### src/rtl/battle_pkg.sv
// Shared constants, state encoding and helper functions for the battleship game-flow controller.
package battle_pkg;

    // Turn codes presented on play_status
    localparam logic [1:0] TURN_P_PLACE  = 2'd0;
    localparam logic [1:0] TURN_IA_PLACE = 2'd1;
    localparam logic [1:0] TURN_P_SHOOT  = 2'd2;
    localparam logic [1:0] TURN_IA_SHOOT = 2'd3;

    // Cell memory values
    localparam logic [4:0] CELL_EMPTY   = 5'd0;
    localparam logic [4:0] CELL_PREVIEW = 5'd1;
    localparam logic [4:0] CELL_SHIP    = 5'd2;
    localparam logic [4:0] CELL_INVALID = 5'd3;
    localparam logic [4:0] CELL_MISS    = 5'd4;
    localparam logic [4:0] CELL_HIT     = 5'd5;

    // Fleet definition: 5,4,3,3,2 -> 17 cells to sink
    localparam int FLEET_SIZE = 5;
    localparam int HIT_TARGET = 17;

    typedef enum logic [2:0] {
        S_P_PLACE,
        S_P_CHECK,
        S_IA_PLACE,
        S_P_SHOOT,
        S_P_RESULT,
        S_IA_SHOOT,
        S_OVER
    } state_t;

    // Ship length for a given fleet index; out-of-range indices give 0
    function automatic logic [3:0] fleet_dim(input logic [2:0] idx);
        case (idx)
            3'd0:    fleet_dim = 4'd5;
            3'd1:    fleet_dim = 4'd4;
            3'd2:    fleet_dim = 4'd3;
            3'd3:    fleet_dim = 4'd3;
            3'd4:    fleet_dim = 4'd2;
            default: fleet_dim = 4'd0;
        endcase
    endfunction

    // Increment that sticks at the limit instead of wrapping
    function automatic logic [4:0] sat_inc(input logic [4:0] v, input logic [4:0] lim);
        sat_inc = (v >= lim) ? lim : v + 5'd1;
    endfunction

endpackage

### src/rtl/battle_sequencer_fleet_rom.sv
// Combinational ship index to ship length lookup.
module fleet_rom
    import battle_pkg::*;
(
    input  logic [2:0] idx_i,
    output logic [3:0] dim_o
);

    // Pure table lookup
    always_comb begin
        dim_o = fleet_dim(idx_i);
    end

endmodule

### src/rtl/battle_sequencer.sv
// Game-flow controller: player placement, IA placement, alternating shots, game over.
module battle_sequencer #(
    parameter int FLEET_SIZE = 5,
    parameter int HIT_TARGET = 17,
    parameter int CLICK_WAIT = 1
) (
    input  logic       clk_in,
    input  logic       reset,
    input  logic       click,
    input  logic       rotate,
    input  logic       ship_placed,
    input  logic       ia_ship_placed,
    input  logic       ia_shot_done,
    input  logic       ia_hit,
    input  logic [4:0] target_status,
    output logic [1:0] play_status,
    output logic [1:0] turn_player_placing,
    output logic [1:0] turn_ia_placing,
    output logic [1:0] turn_player_shoot,
    output logic [1:0] turn_ia_shoot,
    output logic [3:0] dimension,
    output logic       direction,
    output logic       we,
    output logic [4:0] new_value,
    output logic [2:0] ship_idx,
    output logic [4:0] player_hits,
    output logic [4:0] ia_hits,
    output logic       game_over,
    output logic       winner
);

    import battle_pkg::*;

    localparam logic [2:0] LAST_IDX = 3'(FLEET_SIZE - 1);
    localparam logic [4:0] HIT_LIM  = 5'(HIT_TARGET);
    localparam logic [3:0] WAIT_END = 4'(CLICK_WAIT);

    state_t     state_q;
    logic [1:0] play_status_q;
    logic [2:0] ship_idx_q, ship_idx_d;
    logic [3:0] dimension_q;
    logic [3:0] rom_dim;
    logic       direction_q;
    logic       we_q;
    logic [4:0] new_value_q;
    logic [4:0] player_hits_q, player_hits_d;
    logic [4:0] ia_hits_q, ia_hits_d;
    logic       game_over_q;
    logic       winner_q;
    logic [2:0] ia_cnt_q;
    logic [3:0] wait_cnt_q;
    logic       shot_hit_q;
    logic       wait_done;

    assign wait_done = (wait_cnt_q == WAIT_END);

    // Next ship index, so the dimension lookup lands on the same edge as the index
    always_comb begin
        ship_idx_d = ship_idx_q;
        if (state_q == S_P_CHECK && wait_done && ship_placed) begin
            ship_idx_d = (ship_idx_q == LAST_IDX) ? 3'd0 : ship_idx_q + 3'd1;
        end
    end

    // Candidate hit totals for the resolving states
    always_comb begin
        player_hits_d = shot_hit_q ? sat_inc(player_hits_q, HIT_LIM) : player_hits_q;
        ia_hits_d     = ia_hit ? sat_inc(ia_hits_q, HIT_LIM) : ia_hits_q;
    end

    fleet_rom u_fleet_rom (
        .idx_i (ship_idx_d),
        .dim_o (rom_dim)
    );

    // Game-flow state machine with registered outputs
    always_ff @(posedge clk_in) begin
        if (reset) begin
            state_q       <= S_P_PLACE;
            play_status_q <= TURN_P_PLACE;
            ship_idx_q    <= 3'd0;
            dimension_q   <= 4'd5;
            direction_q   <= 1'b0;
            we_q          <= 1'b0;
            new_value_q   <= CELL_EMPTY;
            player_hits_q <= 5'd0;
            ia_hits_q     <= 5'd0;
            game_over_q   <= 1'b0;
            winner_q      <= 1'b0;
            ia_cnt_q      <= 3'd0;
            wait_cnt_q    <= 4'd0;
            shot_hit_q    <= 1'b0;
        end else begin
            // Write strobe and its value are single-cycle by default
            we_q        <= 1'b0;
            new_value_q <= CELL_EMPTY;
            ship_idx_q  <= ship_idx_d;
            dimension_q <= rom_dim;
            case (state_q)
                S_P_PLACE: begin
                    if (click) begin
                        we_q       <= 1'b1;
                        wait_cnt_q <= 4'd0;
                        state_q    <= S_P_CHECK;
                    end else if (rotate) begin
                        direction_q <= ~direction_q;
                    end
                end
                S_P_CHECK: begin
                    if (!wait_done) begin
                        wait_cnt_q <= wait_cnt_q + 4'd1;
                    end else if (ship_placed && ship_idx_q == LAST_IDX) begin
                        state_q       <= S_IA_PLACE;
                        play_status_q <= TURN_IA_PLACE;
                        direction_q   <= 1'b0;
                        ia_cnt_q      <= 3'd0;
                    end else begin
                        state_q <= S_P_PLACE;
                    end
                end
                S_IA_PLACE: begin
                    if (ia_ship_placed) begin
                        if (ia_cnt_q == LAST_IDX) begin
                            state_q       <= S_P_SHOOT;
                            play_status_q <= TURN_P_SHOOT;
                        end else begin
                            ia_cnt_q <= ia_cnt_q + 3'd1;
                        end
                    end
                end
                S_P_SHOOT: begin
                    // Cells already shot (miss/hit) do not accept another shot
                    if (click && target_status != CELL_MISS && target_status != CELL_HIT) begin
                        we_q        <= 1'b1;
                        new_value_q <= (target_status == CELL_SHIP) ? CELL_HIT : CELL_MISS;
                        shot_hit_q  <= (target_status == CELL_SHIP);
                        state_q     <= S_P_RESULT;
                    end
                end
                S_P_RESULT: begin
                    player_hits_q <= player_hits_d;
                    if (player_hits_d == HIT_LIM) begin
                        state_q     <= S_OVER;
                        game_over_q <= 1'b1;
                        winner_q    <= 1'b0;
                    end else begin
                        state_q       <= S_IA_SHOOT;
                        play_status_q <= TURN_IA_SHOOT;
                    end
                end
                S_IA_SHOOT: begin
                    if (ia_shot_done) begin
                        ia_hits_q <= ia_hits_d;
                        if (ia_hits_d == HIT_LIM) begin
                            state_q     <= S_OVER;
                            game_over_q <= 1'b1;
                            winner_q    <= 1'b1;
                        end else begin
                            state_q       <= S_P_SHOOT;
                            play_status_q <= TURN_P_SHOOT;
                        end
                    end
                end
                S_OVER: begin
                    state_q <= S_OVER;
                end
                default: begin
                    state_q <= S_P_PLACE;
                end
            endcase
        end
    end

    assign play_status         = play_status_q;
    assign turn_player_placing = TURN_P_PLACE;
    assign turn_ia_placing     = TURN_IA_PLACE;
    assign turn_player_shoot   = TURN_P_SHOOT;
    assign turn_ia_shoot       = TURN_IA_SHOOT;
    assign dimension           = dimension_q;
    assign direction           = direction_q;
    assign we                  = we_q;
    assign new_value           = new_value_q;
    assign ship_idx            = ship_idx_q;
    assign player_hits         = player_hits_q;
    assign ia_hits             = ia_hits_q;
    assign game_over           = game_over_q;
    assign winner              = winner_q;

endmodule

### config.mk
export PLATFORM = sky130hd
export DESIGN_NAME = battle_sequencer
export DESIGN_NICKNAME = d
export VERILOG_FILES = /design/src/rtl/battle_pkg.sv /design/src/rtl/battle_sequencer_fleet_rom.sv /design/src/rtl/battle_sequencer.sv
export SDC_FILE = /design/constraint.sdc
export NUM_CORES = 1
export LEC_CHECK = 0
export ABC_CLOCK_PERIOD_IN_PS = 2420
export BUFFER_PORTS_ARGS = -buffer_cell sky130_fd_sc_hd__buf_2
export CAP_MARGIN = 20
export CORE_ASPECT_RATIO = 0.5
export CORE_MARGIN = 10
export CORE_UTILIZATION = 53
export DETAILED_ROUTE_END_ITERATION = 6
export PLACE_DENSITY = 0.82
export RECOVER_POWER = 50
export SLEW_MARGIN = 20
export SYNTH_ARGS = -nofsm -noshare
export SYNTH_HDL_FRONTEND = slang
export SYNTH_SLANG_ARGS = --single-unit
### constraint.sdc
create_clock -name clk_in -period 2.42 [get_ports clk_in]
set_clock_uncertainty 0.05 [all_clocks]
set_input_delay 0.121 -clock clk_in [delete_from_list [all_inputs] [get_ports clk_in]]
set_output_delay 0.121 -clock clk_in [all_outputs]
set_load 0.05 [all_outputs]
==> results of run 1 <==
worst max-delay path by stage:
stage	from	end	slack (ps)	depth (start not counted)
after global routing	ia_hits[1]$_SDFFE_PP0P_	play_status[0]$_SDFFE_PP0P_	110	7
final	ia_hits[1]$_SDFFE_PP0P_	play_status[0]$_SDFFE_PP0P_	180	7
after floorplan	ia_hits[1]$_SDFFE_PP0P_	play_status[0]$_SDFFE_PP0P_	50	7
after CTS	ia_hits[1]$_SDFFE_PP0P_	play_status[0]$_SDFFE_PP0P_	200	7
after global placement	ia_hits[1]$_SDFFE_PP0P_	play_status[0]$_SDFFE_PP0P_	350	7
after detailed placement	ia_hits[1]$_SDFFE_PP0P_	play_status[0]$_SDFFE_PP0P_	240	7
metrics by stage:
stage          instance area (um^2)  total power, mW  std cells  utilization, %
2_1_floorplan                  2106           0.9020        265               -
3_3_place_gp                   2246           0.9579        334           62.65
3_5_place_dp                   2246           0.9652        334           62.65
4_1_cts                        2346            1.427        342           65.45
5_1_grt                        2311            1.484        342           64.47
6_report                       2311            1.419        342           64.47
sequential cells by signal, indices dropped and copies added (netlist names):
| signal | cells |
|---|---|
| ia_cnt_q | 3 |
| state_q | 3 |
| wait_cnt_q | 4 |
| game_over | 1 |
| play_status | 2 |
| new_value | 2 |
| ship_idx | 3 |
| dimension | 3 |
| we | 1 |
| winner | 1 |
| player_hits | 5 |
| ia_hits | 5 |
| shot_hit_q | 1 |
| direction | 1 |
per-layer routing:
| layer | up-vias | part of all wire [%] | track usage [%] |
|---|---|---|---|
| met3 | 2 | 7.9 | 4.100 |
| met1 | 868 | 48 | 16.79 |
| met5 | - | 0 | 0 |
| li1 | 950 | - | - |
| met4 | 0 | 0.25 | 3.595 |
| met2 | 62 | 44 | 22.23 |
worst register-to-register path: cells and delay by family (launching register included):
kind / cells / cell delay (ps)
compound gates: 3 / 510
simple gates: 2 / 810
fa+ha+maj: 1 / 200
buf+inv: 1 / 90
flops: 1 / 440
layout make-up:
class,count,area [um^2],share of cell area [%]
Sequential cell,35,700.7,30.32
Clock buffer,8,100.1,4.331
Timing Repair Buffer,39,172.7,7.472
Tap cell,51,63.81,2.761
Inverter,14,52.55,2.274
Multi-Input combinational cell,195,1221,52.84
cells by family after synthesis:
kind of cell	Yosys count
AO/OA/AOI/OAI	61
XOR/XNOR	4
adder cells (fa/ha/maj)	10
buffers and inverters	35
flip-flops	35
multiplexers	6
other	2
AND/OR/NAND/NOR	102
power by group:
part | internal [mW] | total, mW | switching (mW)
combinational | 0.0970 | 0.311 | 0.214
sequential | 0.600 | 0.639 | 0.0393
clock | 0.260 | 0.468 | 0.208
cells in the final DEF (no fill, tap or decap), types with 3 or more instances in the layout:
master,count
a211oi_1,3
a21o_1,5
a21oi_1,18
a31oi_1,6
and2_1,4
and3_1,3
buf_2,12
buf_4,3
clkbuf_1,25
clkbuf_8,7
conb_1,12
dfxtp_1,35
ha_1,10
inv_1,14
mux2i_1,5
nand2_1,15
nand2b_1,4
nand3_1,9
nand4_1,5
nor2_1,30
nor2b_1,3
nor3_1,9
nor3b_1,3
o21ai_0,7
o22ai_1,3
or3_1,3
or3b_2,4
synthesized netlist by cell type (4+ instances only):
cell	instances	share of area, %
buf_4	12	4.4
a21oi_1	18	4.4
nor3_1	9	2.2
nand2b_1	4	1.2
inv_1	14	2.5
mux2i_1	5	2.4
nor2_1	30	5.4
or3b_2	4	1.7
o21ai_0	7	1.7
nand3_1	9	2.2
and2_1	4	1.2
ha_1	10	6.0
nand4_1	5	1.5
clkbuf_1	7	1.3
a21o_1	5	1.8
a31oi_1	6	1.8
dfxtp_1	35	34
nand2_1	15	2.7
==> results.py, run 1 <==
metrics = {
    "outcome": {
        "status": "completed",
    },
    "sta": {
        "fin_setup_tns_ps": 0,
        "finalSetupViolations": 0,
        "relSlewSlack_pct": 56.39,
        "fmax_mhz": 447.1,
        "slew_viol_final": 0,
        "period_share_pct": 92.42,
        "worst_slew_pin_slew_ps": 653.3,
        "fin_crit_ps": 2237,
        "rsz0062_at_grt": "false",
        "setup_ws_ps": 183.3,
        "holdWs_ps": 63.39,
        "hold_viol_final": 0,
    },
    "job": {
        "cap_violations": 0,
    },
    "min_path": {
        "hp-class": "in -> reg",
        "hold_path.startpoint": "click",
        "worst_hold_path.num_cells": 3,
        "min_to": "we$_SDFF_PP0_",
    },
    "clock_tree": {
        "cts.repair.resized": 0,
        "clock_latency_ps": 280,
        "cts_tree": "built",
        "h-tree-depth": 2,
        "clkTransAtPathRegs_ps": 70,
        "cts_setup_buffers": 0,
        "clock_path_buffers": 2,
        "cts.sinks": 35,
        "clockRootBuffer": "clkbuf_8",
        "cts_buffers": 5,
        "ctsHoldBuffers": 0,
    },
    "setup_path": {
        "arrival_ps": 2340,
        "cp_top_family": "simple AND/OR/NAND/NOR gates",
        "r2r-start": "ia_hits[1]$_SDFFE_PP0P_",
        "critPathBufInv": 1,
        "worst_setup_path_start_kind": "flip-flop",
        "reg2reg_depth": 7,
        "path_class": "reg -> reg",
        "critical-path-max-stage-delay_ps": 440,
        "required_ps": 2520,
        "r2r_slack_ps": 180,
        "worstPathCellList": "inv_1, ha_1, or4_4, o211ai_2, a21boi_1, or3_1, o2bb2ai_1",
        "endpoint_kind": "flip-flop",
        "reg2reg_to": "play_status[0]$_SDFFE_PP0P_",
        "cp_max_fo": 7,
        "crit_slowest_cell": "dfxtp_1",
    },
    "detailed_routing": {
        "avgViaCountPerCell": 5.503,
        "drt_iter0_drc": 102,
        "drc": 0,
        "postRouteAntennaNets": 0,
        "routed_wl_mm": 4.801,
        "drtPass1Iterations": 4,
        "via_count": 1882,
        "avgRoutedWirePerCell_um": 14.04,
    },
    "logic_synthesis": {
        "synth_compound_area_share_pct": 19.78,
        "ys_ff_latch": 35,
        "syn_inst": 255,
        "synth-simple-area-share_pct": 26.62,
        "synth_async_sr_flop_share_pct": 0,
        "yosys.cell_types.count": 52,
        "synthAdderAreaFrac_pct": 6.050,
        "ys_warn_count": 0,
        "syn_area_um2": 2068,
        "synth_top_family_by_area": "simple AND/OR/NAND/NOR gates",
        "synth_edf_count": 0,
        "synthMuxAreaShare_pct": 2.964,
        "ys.flop_type": "dfxtp_1",
        "avgSynthCellArea_um2": 8.111,
        "synth_xor_area_share_pct": 1.694,
        "seq_area_frac_synth_pct": 33.88,
    },
    "finish": {
        "drive_gt1_share_pct": 10.65,
        "diodes": 0,
        "fillers": 314,
        "area_growth_pct": 11.74,
        "nets": 313,
    },
    "global_route": {
        "grt_overflow": 0,
        "grt_use_total_pct": 13.52,
        "antenna_found_initial": 0,
        "grt_max_degree": 34,
        "grt_pass1_wl_mm": 7.990,
        "grt_pass1_vias": 1801,
    },
    "placed_design": {
        "hpwlAfterDp_mm": 3.569,
        "gp_congestion": 0.9091,
        "preCtsSetupSlack_ps": 244.9,
        "numPortBuffers": 36,
    },
    "floorplan": {
        "die_area_um2": 6953,
        "io_pins": 49,
        "rows": 15,
        "die-width_um": 108.3,
        "initial_core_util_pct": 57.70,
        "die_h_um": 64.17,
        "core_um2": 3585,
    },
    "pwr": {
        "irDropWorstVdd_mv": 0.2580,
        "powerDensity_nw_per_um2": 614.1,
        "p_leak_nw": 0.8916,
    },
}
No activity file was read; power rests on OpenSTA's default activity.
==> run 2, diff against run 1 <==
- ABC_CLOCK_PERIOD_IN_PS: 2420 -> 2300
- CORE_UTILIZATION: 53 -> 46
- MAX_ROUTING_LAYER: unset -> met4
- PLACE_DENSITY: 0.82 -> 0.73
- clock period: 2.42 -> 2.3 ns (I/O delays scaled with it)
==> run 2 against run 1 <==
Compared with the run above: global-route usage fell by 0.61 points; first-iteration DRC count grew 5.9%; fmax up 7.2%; wire length rose by 2.3%; clock-buffer cell count down 1; total power grew 1.6%; critical path depth stayed put; clock power fell by 6.4%; combinational power increased by 6%; die area rose by 11%; non-clock buffer count rose by 2; largest power group unchanged; highest routed layer unchanged.
==> results.py, run 2 (synthesis gave the netlist of run 1 again) <==
metrics = {
    "floorplan": {
        "io_pins": 49,
        "die_area_um2": 7741,
        "die_h_um": 67.42,
        "rows": 17,
        "initial_core_util_pct": 47.43,
        "die-width_um": 114.8,
        "core_um2": 4360,
    },
    "setup_path": {
        "cp_max_fo": 7,
        "worst_setup_path_start_kind": "flip-flop",
        "r2r_slack_ps": 210,
        "critical-path-max-stage-delay_ps": 430,
        "crit_slowest_cell": "or4_4",
        "worstPathCellList": "inv_1, ha_1, or4_4, o211ai_2, a21boi_1, or3_1, o2bb2ai_1",
        "endpoint_kind": "flip-flop",
        "cp_top_family": "simple AND/OR/NAND/NOR gates",
        "critPathBufInv": 1,
        "arrival_ps": 2200,
        "path_class": "reg -> reg",
        "required_ps": 2410,
    },
    "global_route": {
        "antenna_found_initial": 0,
        "grt_overflow": 0,
        "grt_pass1_wl_mm": 8.135,
        "grt_use_total_pct": 12.90,
        "grt_max_degree": 34,
        "grt_pass1_vias": 1818,
    },
    "clock_tree": {
        "clock_latency_ps": 290,
        "clockRootBuffer": "clkbuf_8",
        "h-tree-depth": 2,
        "cts_buffers": 5,
        "clkTransAtPathRegs_ps": 80,
        "cts_tree": "built",
        "ctsHoldBuffers": 0,
        "cts.repair.resized": 0,
        "cts_setup_buffers": 0,
        "clock_path_buffers": 2,
        "cts.sinks": 35,
    },
    "finish": {
        "fin_cells": 350,
        "area_growth_pct": 12.22,
        "drive_gt1_share_pct": 11.60,
        "multiInputGateArea_um2": 1226,
        "diodes": 0,
        "fin_area_um2": 2321,
        "final_common_cell": "dfxtp_1",
        "fillers": 419,
        "most-common-layout-cells": "34 x dfxtp_1, 30 x nor2_1, 26 x clkbuf_1",
        "nets": 315,
        "seq_area_um2": 701.9,
    },
    "sta": {
        "period_share_pct": 90.73,
        "hold_viol_final": 0,
        "finalSetupViolations": 0,
        "slew_viol_final": 0,
        "relSlewSlack_pct": 58.17,
        "fin_crit_ps": 2087,
        "fin_setup_tns_ps": 0,
        "fmax_mhz": 479.2,
        "setup_ws_ps": 213.3,
        "worst_slew_pin_slew_ps": 619.4,
        "rsz0062_at_grt": "false",
    },
    "min_path": {
        "hp-class": "in -> reg",
    },
    "placed_design": {
        "hpwlAfterDp_mm": 3.712,
        "gp_congestion": 0.9278,
        "preCtsSetupSlack_ps": 224.2,
        "place_area_um2": 2270,
        "numPortBuffers": 36,
        "dp.cells": 342,
    },
    "outcome": {
        "status": "completed",
    },
    "detailed_routing": {
        "avgViaCountPerCell": 5.420,
        "avgRoutedWirePerCell_um": 14.03,
        "via_count": 1897,
        "drt_iter0_drc": 108,
        "postRouteAntennaNets": 0,
        "routed_wl_mm": 4.911,
        "drtPass1Iterations": 4,
        "drc": 0,
    },
    "pwr": {
        "finalPower_mw": 1.441,
        "p_leak_nw": 0.8978,
        "powerDensity_nw_per_um2": 621.0,
        "irDropWorstVdd_mv": 0.2326,
    },
    "job": {
        "cap_violations": 0,
    },
}
## run 2: routing by layer
layer / track usage [%] / wire length (um) / vias to the layer above
met4: 4.448 / 51 / 0
met5: - / 0 / -
met1: 15.55 / 2349 / 880
met2: 20.29 / 2199 / 56
li1: - / - / 954
met3: 3.890 / 311 / 7
## run 2: path summary, 6_finish.rpt
path / start / end / depth (start not counted)
max: ia_hits[1]$_SDFFE_PP0P_ / play_status[0]$_SDFFE_PP0P_ / 7
min: click / we$_SDFF_PP0_ / 3
max reg2reg: ia_hits[1]$_SDFFE_PP0P_ / play_status[0]$_SDFFE_PP0P_ / 7
min reg2reg: game_over$_SDFFE_PP0P_ / game_over$_SDFFE_PP0P_ / 2
## run 2: layout make-up
class / count / area share (%)
multi-input combinational: 195 / 52.83
sequential: 35 / 30.24
timing repair buffer: 41 / 8.086
clock buffer: 7 / 3.288
tap: 57 / 3.073
inverter: 14 / 2.264
clock inverter: 1 / 0.2156
## run 2: tightest hold or removal path, delay by kind of cell
family                 cells  cell delay [ps]
buffers and inverters      1              130
AND/OR/NAND/NOR            1               60
AO/OA/AOI/OAI              1               50
## run 2: stage by stage
| stage | util [%] | hold WS (ps) |
|---|---|---|
| after global routing | 53.23 | 75.97 |
| after detailed placement | 52.05 | 369.0 |
| after global placement | 52.05 | 364.5 |
| after floorplan | - | 201.0 |
| after CTS | 53.92 | 61.96 |
| final | 53.23 | 60.56 |
## run 2: where the power goes
| part | internal (mW) | switching [mW] |
|---|---|---|
| Clock | 0.213 | 0.226 |
| Combinational | 0.103 | 0.227 |
| Sequential | 0.631 | 0.0415 |
| Total | 0.947 | 0.494 |
